## src/rtl/bram_arb_pkg.sv

```systemverilog
// Shared definitions for the BRAM read arbiter slice.
//   RESP_Q_DEPTH : depth of the tagged response queue (credit limit)
//   clog2()      : constant-friendly ceiling log2
//   resp_entry_t : queue entry {id, data} at the default widths; the top
//                  declares the same layout at its own parameter widths.
package bram_arb_pkg;

  localparam int RESP_Q_DEPTH   = 2;
  localparam int DEF_ID_WIDTH   = 2;
  localparam int DEF_DATA_WIDTH = 8;

  function automatic int clog2(input int v);
    int r;
    r = 0;
    for (int i = 0; i < 31; i++)
      if ((1 << i) < v) r = i + 1;
    return r;
  endfunction

  typedef struct packed {
    logic [DEF_ID_WIDTH-1:0]   id;
    logic [DEF_DATA_WIDTH-1:0] data;
  } resp_entry_t;

endpackage

```

## src/rtl/bram_rd_arbiter_rr_arbiter.sv

```systemverilog
// Combinational round-robin arbiter.
//   req          : request vector
//   ptr          : highest-priority index (must be < N)
//   grant_onehot : one-hot grant, first set req at or above ptr, wrapping
//   grant_idx    : binary index of the grant
//   any_grant    : at least one request granted
module rr_arbiter
  import bram_arb_pkg::*;
#(
  parameter int N  = 4,
  parameter int IW = (N > 1) ? clog2(N) : 1
) (
  input  logic [N-1:0]  req,
  input  logic [IW-1:0] ptr,
  output logic [N-1:0]  grant_onehot,
  output logic [IW-1:0] grant_idx,
  output logic          any_grant
);

  int j;

  always_comb begin
    grant_onehot = '0;
    grant_idx    = '0;
    any_grant    = 1'b0;
    j            = 0;
    for (int k = 0; k < N; k++) begin
      j = int'(ptr) + k;
      if (j >= N) j = j - N;
      if (!any_grant && req[j]) begin
        any_grant       = 1'b1;
        grant_onehot[j] = 1'b1;
        grant_idx       = IW'(j);
      end
    end
  end

endmodule

```

## src/rtl/bram_rd_arbiter.sv

```systemverilog
// Round-robin sharing of a 1-cycle-latency, read-first BRAM read port among
// NUM_REQ requesters, with a tagged 2-entry response queue and a pass-through
// write port.
//   req_valid/req_addr/req_ready : per-requester read requests, one-hot grant
//   resp_valid/resp_id/resp_data/resp_ready : shared tagged response channel
//   wr_en/wr_addr/wr_data        : write stream, forwarded to ram_w*
//   ram_raddr/ram_rdata          : RAM read port (data one cycle after addr)
// Optional: define BRAM_RD_ARB_BYPASS_EN for write-first behaviour when a read
// issues in the same cycle as a write to the same address.
module bram_rd_arbiter
  import bram_arb_pkg::*;
#(
  parameter int NUM_REQ    = 4,
  parameter int ADDR_WIDTH = 4,
  parameter int DATA_WIDTH = 8,
  parameter int ID_WIDTH   = 2
) (
  input  logic                          clk,
  input  logic                          rst_n,
  input  logic [NUM_REQ-1:0]            req_valid,
  input  logic [NUM_REQ*ADDR_WIDTH-1:0] req_addr,
  output logic [NUM_REQ-1:0]            req_ready,
  output logic                          resp_valid,
  output logic [ID_WIDTH-1:0]           resp_id,
  output logic [DATA_WIDTH-1:0]         resp_data,
  input  logic                          resp_ready,
  input  logic                          wr_en,
  input  logic [ADDR_WIDTH-1:0]         wr_addr,
  input  logic [DATA_WIDTH-1:0]         wr_data,
  output logic [ADDR_WIDTH-1:0]         ram_raddr,
  input  logic [DATA_WIDTH-1:0]         ram_rdata,
  output logic                          ram_wr_en,
  output logic [ADDR_WIDTH-1:0]         ram_waddr,
  output logic [DATA_WIDTH-1:0]         ram_wdata
);

  typedef struct packed {
    logic [ID_WIDTH-1:0]   id;
    logic [DATA_WIDTH-1:0] data;
  } q_entry_t;

  logic [ID_WIDTH-1:0]   rr_ptr_q, rr_ptr_d;
  logic [ID_WIDTH-1:0]   gnt_idx;
  logic [NUM_REQ-1:0]    arb_req;
  logic                  issue;
  logic                  issue_ok;
  logic [2:0]            occ;
  logic                  infl_vld_q;
  logic [ID_WIDTH-1:0]   infl_id_q;
  logic [ADDR_WIDTH-1:0] raddr_q;
  logic [1:0]            count_q, count_d;
  logic                  head_q, tail_q;
  logic                  push, pop;
  q_entry_t              push_entry;
  q_entry_t              q_mem [RESP_Q_DEPTH];

  assign ram_wr_en = wr_en;
  assign ram_waddr = wr_addr;
  assign ram_wdata = wr_data;

  assign resp_valid = (count_q != 2'd0);
  assign pop        = resp_valid & resp_ready;
  assign push       = infl_vld_q;

  // A slot freed by this cycle's pop is reusable by this cycle's issue, which
  // is what sustains one response per cycle with a 2-deep queue.
  assign occ      = {1'b0, count_q} - {2'b0, pop} + {2'b0, infl_vld_q};
  assign issue_ok = (occ < 3'd2);
  // rst_n gate keeps req_ready low while reset is asserted.
  assign arb_req  = req_valid & {NUM_REQ{issue_ok & rst_n}};

  rr_arbiter #(.N(NUM_REQ), .IW(ID_WIDTH)) u_arb (
    .req          (arb_req),
    .ptr          (rr_ptr_q),
    .grant_onehot (req_ready),
    .grant_idx    (gnt_idx),
    .any_grant    (issue)
  );

  // Address holds its last granted value on idle cycles.
  assign ram_raddr = issue ? req_addr[int'(gnt_idx)*ADDR_WIDTH +: ADDR_WIDTH] : raddr_q;
  assign rr_ptr_d  = (gnt_idx == ID_WIDTH'(NUM_REQ-1)) ? '0 : gnt_idx + 1'b1;

  always_ff @(posedge clk or negedge rst_n) begin
    if (!rst_n) begin
      rr_ptr_q   <= '0;
      infl_vld_q <= 1'b0;
      infl_id_q  <= '0;
      raddr_q    <= '0;
    end else begin
      infl_vld_q <= issue;
      if (issue) begin
        rr_ptr_q  <= rr_ptr_d;
        infl_id_q <= gnt_idx;
        raddr_q   <= ram_raddr;
      end
    end
  end

`ifdef BRAM_RD_ARB_BYPASS_EN
  logic                  byp_hit_q;
  logic [DATA_WIDTH-1:0] byp_data_q;

  always_ff @(posedge clk or negedge rst_n) begin
    if (!rst_n) begin
      byp_hit_q  <= 1'b0;
      byp_data_q <= '0;
    end else begin
      byp_hit_q <= issue & wr_en & (wr_addr == ram_raddr);
      if (issue & wr_en & (wr_addr == ram_raddr)) byp_data_q <= wr_data;
    end
  end

  assign push_entry = '{id: infl_id_q, data: byp_hit_q ? byp_data_q : ram_rdata};
`else
  assign push_entry = '{id: infl_id_q, data: ram_rdata};
`endif

  always_comb begin
    count_d = count_q;
    case ({push, pop})
      2'b10:   count_d = count_q + 2'd1;
      2'b01:   count_d = count_q - 2'd1;
      default: count_d = count_q;
    endcase
  end

  always_ff @(posedge clk or negedge rst_n) begin
    if (!rst_n) begin
      count_q <= '0;
      head_q  <= 1'b0;
      tail_q  <= 1'b0;
    end else begin
      count_q <= count_d;
      if (push) tail_q <= ~tail_q;
      if (pop)  head_q <= ~head_q;
    end
  end

  // Storage needs no reset: count_q alone decides validity.
  always_ff @(posedge clk) begin
    if (push) q_mem[tail_q] <= push_entry;
  end

  assign resp_id   = resp_valid ? q_mem[head_q].id   : '0;
  assign resp_data = resp_valid ? q_mem[head_q].data : '0;

endmodule

```

## config.mk

```make
export PLATFORM = sky130hd
export DESIGN_NAME = bram_rd_arbiter
export DESIGN_NICKNAME = d
export VERILOG_FILES = /design/src/rtl/bram_arb_pkg.sv /design/src/rtl/bram_rd_arbiter_rr_arbiter.sv /design/src/rtl/bram_rd_arbiter.sv
export SDC_FILE = /design/constraint.sdc
export NUM_CORES = 1
export LEC_CHECK = 0
export CAP_MARGIN = 0
export CORE_ASPECT_RATIO = 0.75
export CORE_UTILIZATION = 41
export CTS_CLUSTER_SIZE = 12
export DETAILED_ROUTE_END_ITERATION = 6
export PLACE_DENSITY = 0.77
export SETUP_SLACK_MARGIN = 0.15
export SLEW_MARGIN = 0
export SYNTH_ARGS = -nofsm -noshare
export SYNTH_HDL_FRONTEND = slang
export SYNTH_SLANG_ARGS = --single-unit
```

## constraint.sdc

```tcl
create_clock -name clk -period 2.75 [get_ports clk]
set_clock_uncertainty 0.05 [all_clocks]
set_input_delay 0.275 -clock clk [delete_from_list [all_inputs] [get_ports clk]]
set_output_delay 0.275 -clock clk [all_outputs]
set_load 0.01 [all_outputs]
```

==> reports/qor.csv <==
stage;metric;value;unit
sta;tightest_slew;615;ps
setup_path;max_stage_delay;430;ps
placement;dp.cells;303;
drt;drc;2;
drt;vias;1719;
global_routing;use_met3;0.0388;
sta;drv_slew;0;
drt;first_iter_violations;92;
setup_path;critical_path_arrival;2580;ps
cts;clkSinkCount;33;
layout;layout_common_cells;clkdlybuf4s50_1, buf_4, mux2i_1;
setup_path;cpLargestDelayFamily;compound AO/OA/AOI/OAI gates;
drt;drt-total-wl;4740;um
cts;cts_buffers;5;
logic_synthesis;synth.avg_cell_area;10.9;um2
logic_synthesis;syn-cell-area;0.00210;mm2
layout;diodes;0;
global_routing;busiest_layer;met2;
global_routing;use_met1;0.243;
status;violations;design-rule violations, negative setup slack;
logic_synthesis;seq_area_frac_synth;0.441;
drt;via_per_inst;5.37;
logic_synthesis;synth_top_area_share;0.286;
global_routing;grt_max_degree;18;
setup_path;criticalPathCategory;flop to primary output;
logic_synthesis;synth_edf_count;20;
placement;dp_hpwl;3340;um
flow_run;cap_violations;0;
placement;port_buffers;49;
setup_path;crit_fanout;7;
logic_synthesis;synth_fp_nets;245;
layout;fin_nets;312;
setup_path;crit_required;2420;ps
status;status;complete, but fails checks;
sta;rsz0062_at_grt;true;
setup_path;cp_num_buf_inv;3;
floorplan;die_area;0.00541;mm2
global_routing;use_met2;0.314;
logic_synthesis;synth.area.top_cells;edfxtp_1, dfrtp_1, mux2i_1;
layout;drive_gt1_frac;0.319;
pwr;pwr_density_cell;1130;mW/mm2
drt;routedWlPerCell;14.8;um
cts;cts_tree;built;
logic_synthesis;synth_cells;192;
global_routing;grt_pass1_vias;1737;
sta;fin_crit;2910;ps
logic_synthesis;synth-compound-area-share;0.116;
cts;clockBufferDepth;2;
sta;relSlewSlack;0.590;
setup_path;endpoint_kind;primary output;
sta;timing.final.ws_setup;-156;ps
sta;fin_crit_sh;1.06;
logic_synthesis;yosys.area_share.simple;0.126;
global_routing;antenna_found_initial;0;
logic_synthesis;ys_ff_latch;33;
logic_synthesis;synthXorXnorAreaFrac;0.0167;
global_routing;grt_pass1_wl;8000;um
floorplan;die_w;84.6;um
logic_synthesis;synth_cell_types;43;
floorplan;die_h;64.0;um
logic_synthesis;synthMuxAreaShare;0.138;
logic_synthesis;synth_fa_ha_area_frac;0.0572;
sta;finalHoldViolations;0;
setup_path;crit_chain;inv_6 -> ha_4 -> buf_6 -> mux2_4 -> a21oi_2 -> nand4_1 -> nand3_4 -> mux2i_1 -> a222oi_1 -> buf_2;
layout;fin_cells;320;
pwr;vdd_drop_max;0.537;mV
logic_synthesis;yosys.area.top_type;edfxtp_1;
floorplan;ios;76;
floorplan;rows;22;
sta;whs;315;ps
cts;path_clk_slew;70;ps
logic_synthesis;ys.flop_type;edfxtp_1;
cts;h-tree-depth;2;
floorplan;core_area;0.00490;mm2
logic_synthesis;synth_top_family_by_area;multiplexers;
cts;insertion_delay;280;ps
layout;area_growth;41.0;%
placement;gp_congestion;0.828;
cts;cts_root_buffer;clkbuf_8;
placement;place_ws;-884;ps
cts;cts_hold_buf;0;
placement;place_area;0.00273;mm2
setup_path;start_kind;flop;
worst_hold_path;hold_class;input port to async pin;
layout;utilization;0.604;
sta;fmax;344;MHz
sta;setup_viol;8;
drt;drtPass1Iterations;7;
logic_synthesis;yosysWarnings;0;
global_routing;grt_overflow;0;
layout;final_common_cell;clkdlybuf4s50_1;
drt;ant_nets;0;
global_routing;grt_usage;0.184;
floorplan;start_util;0.428;
logic_synthesis;async_flop_share;0.394;
sta;fin_setup_tns;-1010;ps
setup_path;cp_slowest_cell;dfrtp_2;
pwr;p_leak;1.26;nW
layout;final_area;0.00296;mm2
pwr;power.total;3.36;mW
## flip-flops by register name, indices dropped and copies added, names as in the netlist
signal and cells:
head_q 1, tail_q 1, q_mem 20, rr_ptr_q 2
infl_vld_q 1, count_q 2, raddr_q 4, infl_id_q 2
## where the power goes
part           switching, mW  internal (mW)  leakage, nW
registers              0.111          0.730        0.335
clock network          0.171          0.174       0.0439
logic                   1.06           1.12        0.881
total                   1.34           2.02         1.26
## worst paths after layout
check / slack [ps] / cells past startpoint / startpoint / to
max in group asynchronous: 2140 / 2 / rst_n / rr_ptr_q[0]$_DFFE_PN0N_
min in group clk: 440 / 1 / tail_q$_DFFE_PN0P_ / tail_q$_DFFE_PN0P_
max: -160 / 10 / rr_ptr_q[0]$_DFFE_PN0N_ / ram_raddr[0]
min: 320 / 2 / rst_n / raddr_q[0]$_DFFE_PN0N_
min reg2reg: 440 / 1 / tail_q$_DFFE_PN0P_ / tail_q$_DFFE_PN0P_
max reg2reg: 220 / 11 / rr_ptr_q[0]$_DFFE_PN0N_ / raddr_q[2]$_DFFE_PN0N_
## cells by family (layout without fill, tap and decap cells)
kind of cell | Yosys count | after routing
AOI/OAI and AO/OA | 34 | 34
xor gates and xnor gates | 4 | 4
adders and majority gates | 9 | 9
buffers and inverters | 36 | 103
DFF | 33 | 33
muxes | 27 | 27
and+or+nand+nor | 49 | 50
## timing repair
item / 4_1_cts / 5_1_grt
setup buffers: 7 / 2
pin swaps: 18 / 12
endpoints found under the setup margin: 12 / 16
cloned: 1 / 0
gates resized for setup: 56 / 6
## Yosys cell counts (all sizes together), types with 3 or more instances
cell type,n
a21oi,4
a222oi,8
a22oi,8
buf,24
clkbuf,3
dfrtp,13
edfxtp,20
ha,8
inv,9
mux2i,24
nand2,5
nand3,5
nor2,18
nor3,4
o21ai,8
xnor2,3
## area by class of cell
type,count,area [um2]
clock inverters,3,17.5
clock buffers,5,68.8
inverters,9,38.8
well taps,60,75.1
fillers,413,1940
repair buffers,86,749
flip-flops and latches,33,928
multi-input cells,124,1080
## routing by layer
metal  wire, um  share of wire
met5          0              0
met1       2130           0.45
met4         38         0.0080
met3        256          0.054
met2       2310           0.49
## worst reg2reg max path: stages (launching register included)
cell and delay (ps):
dfrtp_2 400, inv_6 40, ha_4 270, buf_6 120, nor3b_1 260, nand4b_1 160
nand4_1 230, nand3_4 160, mux2i_2 190, buf_4 140, buf_6 110, a222oi_1 300
No activity file was read; power rests on OpenSTA's default activity.
